### config.mk
export PLATFORM = sky130hd
export DESIGN_NAME = debug_ctrl
export DESIGN_NICKNAME = d
export VERILOG_FILES = /design/src/rtl/debug_ctrl.sv
export SDC_FILE = /design/constraint.sdc
export NUM_CORES = 2
export LEC_CHECK = 0
export BUFFER_PORTS_ARGS = -buffer_cell sky130_fd_sc_hd__buf_2
export CELL_PAD_IN_SITES_DETAIL_PLACEMENT = 0
export CELL_PAD_IN_SITES_GLOBAL_PLACEMENT = 2
export CORE_AREA = 2 2 543 545
export CTS_BUF_LIST = sky130_fd_sc_hd__clkbuf_4 sky130_fd_sc_hd__clkbuf_8
export DETAILED_ROUTE_END_ITERATION = 10
export DIE_AREA = 0 0 545 547
export MAX_ROUTING_LAYER = met4
export PLACE_DENSITY = 0.67
export SYNTH_ARGS = -nofsm -noshare
export SYNTH_HDL_FRONTEND = slang
export SYNTH_SLANG_ARGS = --single-unit
### constraint.sdc
create_clock -name top_clk -period 2.1 [get_ports top_clk]
set_input_delay 0.63 -clock top_clk [delete_from_list [all_inputs] [get_ports top_clk]]
set_output_delay 0.63 -clock top_clk [all_outputs]
set_load 0.1 [all_outputs]
### src/rtl/debug_ctrl.sv
// debug_ctrl: UART command decoder that steps, runs and resets the pipeline and streams a
// reason byte plus snapshot after each halt. Breakpoint support is enabled by DEBUG_CTRL_BREAKPOINT_EN.
module debug_ctrl #(
    parameter int DATA_BYTES = 168,
    parameter int HALT_NOPS  = 5,
    parameter int PC_W       = 7,
    parameter int MAX_CYCLES = 4096,
    parameter int RST_CYCLES = 1
) (
    input  logic                    top_clk,
    input  logic                    top_rst_n,
    input  logic                    rx_done_tick,
    input  logic [7:0]              rx_bus,
    input  logic                    tx_done_tick,
    input  logic [31:0]             instruccion,
    input  logic [PC_W-1:0]         pc,
    input  logic [DATA_BYTES*8-1:0] send_data,
    output logic                    clk_pipe,
    output logic                    rst_pipe,
    output logic                    tx_start,
    output logic [7:0]              tx_bus,
    output logic                    busy
);
    localparam int BUF_W = (DATA_BYTES + 1) * 8;
    localparam int REM_W = $clog2(DATA_BYTES + 2);
    localparam int NOP_W = (HALT_NOPS > 0) ? $clog2(HALT_NOPS + 1) : 1;
    localparam int CYC_W = (MAX_CYCLES > 0) ? $clog2(MAX_CYCLES + 1) : 1;
    localparam int RST_W = (RST_CYCLES > 1) ? $clog2(RST_CYCLES) : 1;

    localparam logic [REM_W-1:0] REM_INIT  = REM_W'(DATA_BYTES + 1);
    localparam logic [NOP_W-1:0] NOP_LIMIT = NOP_W'(HALT_NOPS);
    localparam logic [CYC_W-1:0] CYC_LIMIT = CYC_W'(MAX_CYCLES);
    localparam logic [CYC_W-1:0] CYC_SAT   = '1;
    localparam logic [RST_W-1:0] RST_LAST  = RST_W'(RST_CYCLES - 1);

    localparam logic [7:0] CMD_STEP = 8'h73;
    localparam logic [7:0] CMD_RUN  = 8'h63;
    localparam logic [7:0] CMD_RST  = 8'h72;
    localparam logic [7:0] CMD_BP   = 8'h62;
    localparam logic [7:0] CMD_HALT = 8'h68;

    localparam logic [7:0] REASON_STEP  = 8'h53;
    localparam logic [7:0] REASON_ABORT = 8'h48;
    localparam logic [7:0] REASON_BP    = 8'h42;
    localparam logic [7:0] REASON_NOP   = 8'h4E;
    localparam logic [7:0] REASON_WDOG  = 8'h57;

    typedef enum logic [3:0] {
        IDLE,
        STEP_HI,
        STEP_LO,
        CAPTURE,
        RUN_CHK,
        RUN_HI,
        RUN_LO,
        RST_HI,
        RST_LO,
        BP_WAIT,
        SEND_START,
        SEND_WAIT
    } state_t;

    state_t           state_reg, state_next;
    logic [BUF_W-1:0] buf_reg, buf_next;
    logic [REM_W-1:0] rem_reg, rem_next;
    logic [NOP_W-1:0] nop_reg, nop_next;
    logic [CYC_W-1:0] cyc_reg, cyc_next;
    logic [RST_W-1:0] rst_cnt_reg, rst_cnt_next;
    logic [7:0]       reason_reg, reason_next;
    logic             abort_reg, abort_next;
    logic             clk_pipe_reg, rst_pipe_reg, tx_start_reg, busy_reg;
    logic             buf_load, buf_shift;

    logic [7:0] cmd;
    logic       halt_rx, abort_now, bp_hit, nop_hit, wd_hit;
    logic       run_halt;
    logic [7:0] run_reason;

    // Folding in bit 5 makes the lowercase compare match both cases.
    assign cmd       = rx_bus | 8'h20;
    assign halt_rx   = rx_done_tick && (cmd == CMD_HALT);
    assign abort_now = abort_reg || halt_rx;
    assign nop_hit   = (nop_reg == NOP_LIMIT);
    assign wd_hit    = (MAX_CYCLES != 0) && (cyc_reg == CYC_LIMIT);

`ifdef DEBUG_CTRL_BREAKPOINT_EN
    logic [PC_W-1:0] bp_reg, bp_next;
    logic            bp_armed_reg, bp_armed_next;

    // A zero cycle count means the run has not moved yet, so starting on the breakpoint does not re-hit it.
    assign bp_hit = bp_armed_reg && (cyc_reg != '0) && (pc == bp_reg);
`else
    logic unused_pc;

    assign unused_pc = ^pc;
    assign bp_hit    = 1'b0;
`endif

    always_comb begin
        run_halt   = 1'b1;
        run_reason = REASON_ABORT;
        if (abort_now) begin
            run_reason = REASON_ABORT;
        end else if (bp_hit) begin
            run_reason = REASON_BP;
        end else if (nop_hit) begin
            run_reason = REASON_NOP;
        end else if (wd_hit) begin
            run_reason = REASON_WDOG;
        end else begin
            run_halt = 1'b0;
        end
    end

    always_comb begin
        state_next   = state_reg;
        rem_next     = rem_reg;
        nop_next     = nop_reg;
        cyc_next     = cyc_reg;
        rst_cnt_next = rst_cnt_reg;
        reason_next  = reason_reg;
        abort_next   = abort_reg;
        buf_load     = 1'b0;
        buf_shift    = 1'b0;
`ifdef DEBUG_CTRL_BREAKPOINT_EN
        bp_next       = bp_reg;
        bp_armed_next = bp_armed_reg;
`endif
        case (state_reg)
            IDLE: begin
                if (rx_done_tick) begin
                    case (cmd)
                        CMD_STEP: begin
                            reason_next = REASON_STEP;
                            state_next  = STEP_HI;
                        end
                        CMD_RUN: begin
                            nop_next   = '0;
                            cyc_next   = '0;
                            abort_next = 1'b0;
                            state_next = RUN_CHK;
                        end
                        CMD_RST: begin
                            rst_cnt_next = '0;
                            state_next   = RST_HI;
                        end
                        CMD_BP: begin
`ifdef DEBUG_CTRL_BREAKPOINT_EN
                            state_next = BP_WAIT;
`endif
                        end
                        default: ;
                    endcase
                end
            end
            STEP_HI: state_next = STEP_LO;
            STEP_LO: state_next = CAPTURE;
            CAPTURE: begin
                buf_load   = 1'b1;
                rem_next   = REM_INIT;
                state_next = SEND_START;
            end
            RUN_CHK: begin
                if (run_halt) begin
                    reason_next = run_reason;
                    abort_next  = 1'b0;
                    state_next  = CAPTURE;
                end else begin
                    if (instruccion != 32'd0) begin
                        nop_next = '0;
                    end else if (nop_reg != NOP_LIMIT) begin
                        nop_next = nop_reg + NOP_W'(1);
                    end
                    if (cyc_reg != CYC_SAT) begin
                        cyc_next = cyc_reg + CYC_W'(1);
                    end
                    state_next = RUN_HI;
                end
            end
            RUN_HI: begin
                if (halt_rx) abort_next = 1'b1;
                state_next = RUN_LO;
            end
            RUN_LO: begin
                if (halt_rx) abort_next = 1'b1;
                state_next = RUN_CHK;
            end
            RST_HI: state_next = RST_LO;
            RST_LO: begin
                if (rst_cnt_reg == RST_LAST) begin
                    nop_next   = '0;
                    state_next = IDLE;
                end else begin
                    rst_cnt_next = rst_cnt_reg + RST_W'(1);
                    state_next   = RST_HI;
                end
            end
            BP_WAIT: begin
`ifdef DEBUG_CTRL_BREAKPOINT_EN
                if (rx_done_tick) begin
                    if (rx_bus == 8'hFF) begin
                        bp_armed_next = 1'b0;
                    end else begin
                        bp_next       = rx_bus[PC_W-1:0];
                        bp_armed_next = 1'b1;
                    end
                    state_next = IDLE;
                end
`else
                state_next = IDLE;
`endif
            end
            SEND_START: state_next = SEND_WAIT;
            SEND_WAIT: begin
                if (tx_done_tick) begin
                    buf_shift  = 1'b1;
                    rem_next   = rem_reg - REM_W'(1);
                    state_next = (rem_reg != REM_W'(1)) ? SEND_START : IDLE;
                end
            end
            default: state_next = IDLE;
        endcase
    end

    // Each lane either loads its frame byte or takes the byte above it as the frame drains.
    genvar gi;
    generate
        for (gi = 0; gi <= DATA_BYTES; gi++) begin : g_lane
            logic [7:0] load_byte;
            logic [7:0] shift_byte;
            if (gi == 0) begin : g_reason
                assign load_byte = reason_reg;
            end else begin : g_data
                assign load_byte = send_data[(gi-1)*8 +: 8];
            end
            if (gi == DATA_BYTES) begin : g_top
                assign shift_byte = 8'h00;
            end else begin : g_mid
                assign shift_byte = buf_reg[(gi+1)*8 +: 8];
            end
            assign buf_next[gi*8 +: 8] = buf_load  ? load_byte :
                                         buf_shift ? shift_byte : buf_reg[gi*8 +: 8];
        end
    endgenerate

    always_ff @(posedge top_clk) begin
        if (!top_rst_n) begin
            state_reg    <= IDLE;
            buf_reg      <= '0;
            rem_reg      <= '0;
            nop_reg      <= '0;
            cyc_reg      <= '0;
            rst_cnt_reg  <= '0;
            reason_reg   <= '0;
            abort_reg    <= 1'b0;
            clk_pipe_reg <= 1'b0;
            rst_pipe_reg <= 1'b0;
            tx_start_reg <= 1'b0;
            busy_reg     <= 1'b0;
`ifdef DEBUG_CTRL_BREAKPOINT_EN
            bp_reg       <= '0;
            bp_armed_reg <= 1'b0;
`endif
        end else begin
            state_reg    <= state_next;
            buf_reg      <= buf_next;
            rem_reg      <= rem_next;
            nop_reg      <= nop_next;
            cyc_reg      <= cyc_next;
            rst_cnt_reg  <= rst_cnt_next;
            reason_reg   <= reason_next;
            abort_reg    <= abort_next;
            // Outputs decode the next state so they line up exactly with the state they belong to.
            clk_pipe_reg <= (state_next == STEP_HI) || (state_next == RUN_HI) || (state_next == RST_HI);
            rst_pipe_reg <= (state_next == RST_HI) || (state_next == RST_LO);
            tx_start_reg <= (state_next == SEND_START);
            busy_reg     <= (state_next != IDLE);
`ifdef DEBUG_CTRL_BREAKPOINT_EN
            bp_reg       <= bp_next;
            bp_armed_reg <= bp_armed_next;
`endif
        end
    end

    assign clk_pipe = clk_pipe_reg;
    assign rst_pipe = rst_pipe_reg;
    assign tx_start = tx_start_reg;
    assign busy     = busy_reg;
    assign tx_bus   = buf_reg[7:0];

endmodule
==> key figures <==
STA
  • Final hold violations: 0
  • Final setup violation count: 12
  • Fmax: 454 MHz
  • Final min period: 2.20 ns
  • Setup TNS Final: -0.444 ns
  • Clk_skew: 0.0726 ns
  • Final hold slack: 0.107 ns
  • Final Max Slew Viols: 0
  • Worst-Margin Slew: 0.619 ns
  • RSZ-0062 raised after global routing: true
  • Part of the cycle the worst path needs: 1.05
  • Post-route setup slack: -0.102 ns
  • Slew HR: 0.587

Place
  • Routability congestion estimate: 0.881
  • Place WS: -0.338 ns
  • DP HPWL: 220 mm
  • Port Buffer Count: 1,398

Critical path
  • R2R Setup Slk: 0.06 ns
  • CP Cell Sequence: buf_12
  • Crit path kind: reg2out
  • Crit end category: output pin
  • Worst Path Required: 1.47 ns
  • Crit path max-delay cell type: dfxtp_4
  • CP Buf/Inv Count: 1
  • Arrival @ worst endpoint: 1.57 ns
  • Slowest stage delay, CP: 0.42 ns
  • CP delay by family, top: flip-flops
  • Crit start category: flip-flop
  • Crit-path max FO: 1

Finish
  • Fin nets: 11,700
  • Fillers: 31,000
  • Number of flip-flops under the largest register name: 1,352
  • Area Overhead vs Synth: 51.2%
  • Layout cells sized above 1: 0.235
  • Fin util: 0.325

Logic synthesis
  • Avg Inst Size Synth: 8.12 µm²
  • Synth cell count leaders: nand2_1 (2,708), dfxtp_1 (1,390), nand3_1 (1,362), o211a_1 (1,342), clkbuf_1 (418)
  • Share of the synthesized area in the top cell type: 0.442
  • EDFF count, synth: 0
  • Post-synthesis sequential area ratio: 0.442
  • Async set-or-reset flop fraction in the synthesized netlist: 0
  • Syn_nets: 9,152
  • Yosys top cell by area: dfxtp_1
  • Yosys reg bits: 1,390
  • Most common cell in the netlist: nand2_1
  • Yosys cell types: 66
  • Cell Area, Synth: 62,900 µm²
  • Synth top area cells: dfxtp_1 (44%), o211a_1 (21%), nand2_1 (16%)
  • Mapped Cells: 7,751
  • Main synth FF type: dfxtp_1
  • Yosys Warn Count: 0

Global routing
  • Largest net degree at the start of global routing: 90
  • First-pass GRT wire length: 420 mm
  • Initial antenna violation count: 78
  • Total GRT Usage: 0.190
  • Vias in the first global route: 66,800
  • Congestion Overflow GR: 0

Die
  • Core Area: 293,000 µm²
  • Die area: 298,000 µm²
  • I/O pin cnt: 1,407
  • Placement row count: 199
  • Die X: 545 µm
  • Initial Util: 0.215
  • Die Y: 547 µm

Clocking
  • CTS tree: done
  • Worst-Skew Late Latency: 1.00 ns
  • Clk Tree Root Cell: clkbuf_8
  • Clock Path Buffers: 4
  • Num CTS Buffers: 275
  • H-Tree Depth: 5
  • Clock-pin slew on the worst setup and hold paths: 0.05 ns
  • Clk sink count: 1,390

Routing
  • WL final: 300 mm
  • Vias: 66,400
  • DRC errors left: 0
  • Vias per cell: 4.59
  • DRT iter0 DRCs: 4,302
  • Router iterations before antenna repair: 6
  • Antenna-violating nets left: 0
  • DR WL/cell: 20.7 µm

Power and ir drop
  • Peak VDD IR: 0.367 mV
  • Pwr Density: 633 nW/µm²
  • Pleak: 50.3 nW
  • Overall Power: 0.0602 W

Run status
  • Failing checks: setup timing
  • Status: complete, but fails checks

Run
  • Max Cap Viol: 0

Hold path
  • Hold Crit Class: in2reg
==> power breakdown <==
group	internal [W]	total, W	switching (W)
Clock	0.0167	0.0295	0.0128
Combinational	0.00252	0.00426	0.00174
Sequential	0.0264	0.0264	0.0000253
==> placed cells by master (no fill, tap or decap), types with 7 or more instances in the layout <==
| cell type | count |
|---|---|
| a21boi_0 | 11 |
| buf_12 | 114 |
| buf_16 | 29 |
| buf_2 | 1385 |
| buf_4 | 361 |
| buf_6 | 14 |
| clkbuf_16 | 30 |
| clkbuf_4 | 101 |
| clkbuf_8 | 331 |
| clkinv_2 | 9 |
| dfxtp_1 | 1373 |
| dfxtp_2 | 10 |
| dfxtp_4 | 7 |
| diode_2 | 75 |
| dlygate4sd3_1 | 1081 |
| nand2_1 | 2706 |
| nand3_1 | 1355 |
| nor2_1 | 26 |
| nor3_1 | 10 |
| nor4_1 | 10 |
| o211a_1 | 1342 |
| o21ai_0 | 8 |
| xnor2_1 | 16 |
==> layout make-up <==
type / instances / area, µm² / share of cell area
Clock inverter: 33 / 403 / 0.00424
Tap cell: 3919 / 4900 / 0.0515
Antenna cell: 75 / 188 / 0.00197
Clock buffer: 432 / 5310 / 0.0559
Sequential cell: 1390 / 27900 / 0.293
Inverter: 6 / 22.5 / 0.000237
Timing Repair Buffer: 3021 / 24600 / 0.258
Multi-Input combinational cell: 5587 / 31900 / 0.335
==> cell families after synthesis <==
| kind of cell | synth area share |
|---|---|
| simple gates | 0.280 |
| compound gates | 0.220 |
| flops | 0.442 |
| buf+inv | 0.0532 |
| xor+xnor | 0.00251 |
| fa+ha+maj | 0.00119 |
| mux | 0.000159 |
==> per-layer routing <==
layer  up-vias  global-route usage  part of all wire
met5         -                   -                 0
met4         0              0.0577             0.029
met3       402              0.0311             0.058
met2      2011               0.315              0.48
met1     31800               0.235              0.44
li1      32300                   -                 -
==> timing repair <==
item,CTS,global route
pin swaps,5,1
setup endpoints to repair,66,429
setup buffers,3,24
cloned,1,30
resized for setup,82,64
endpoints found under the hold margin,1081,0
hold buffers,1081,0
==> worst reg2reg max path, stage by stage (launching register included) <==
cell and delay, ns:
dfxtp_1 0.35, or4_4 0.55, nor4_4 0.27, a31oi_1 0.07, a21o_1 0.23, buf_4 0.15, o31a_1 0.29
==> stage by stage <==
step	cell area, µm²	std cells
global placement	76700	12800
global route	95100	14500
detailed placement	76700	12800
floorplan	62900	7751
CTS	93600	14300
finish	95100	14500
==> worst paths after layout <==
kind / startpoint / to / cells past startpoint
worst max-delay path: busy$_SDFF_PN0_ / busy / 1
worst min-delay path: send_data[175] / buf_reg[183]$_SDFFE_PN0P_ / 4
worst max register to register: rem_reg[4]$_SDFFE_PN0P_ / busy$_SDFF_PN0_ / 6
worst min register to register: buf_reg[13]$_SDFFE_PN0P_ / buf_reg[5]$_SDFFE_PN0P_ / 2
Note: power is estimated with default switching activity, not from simulation.
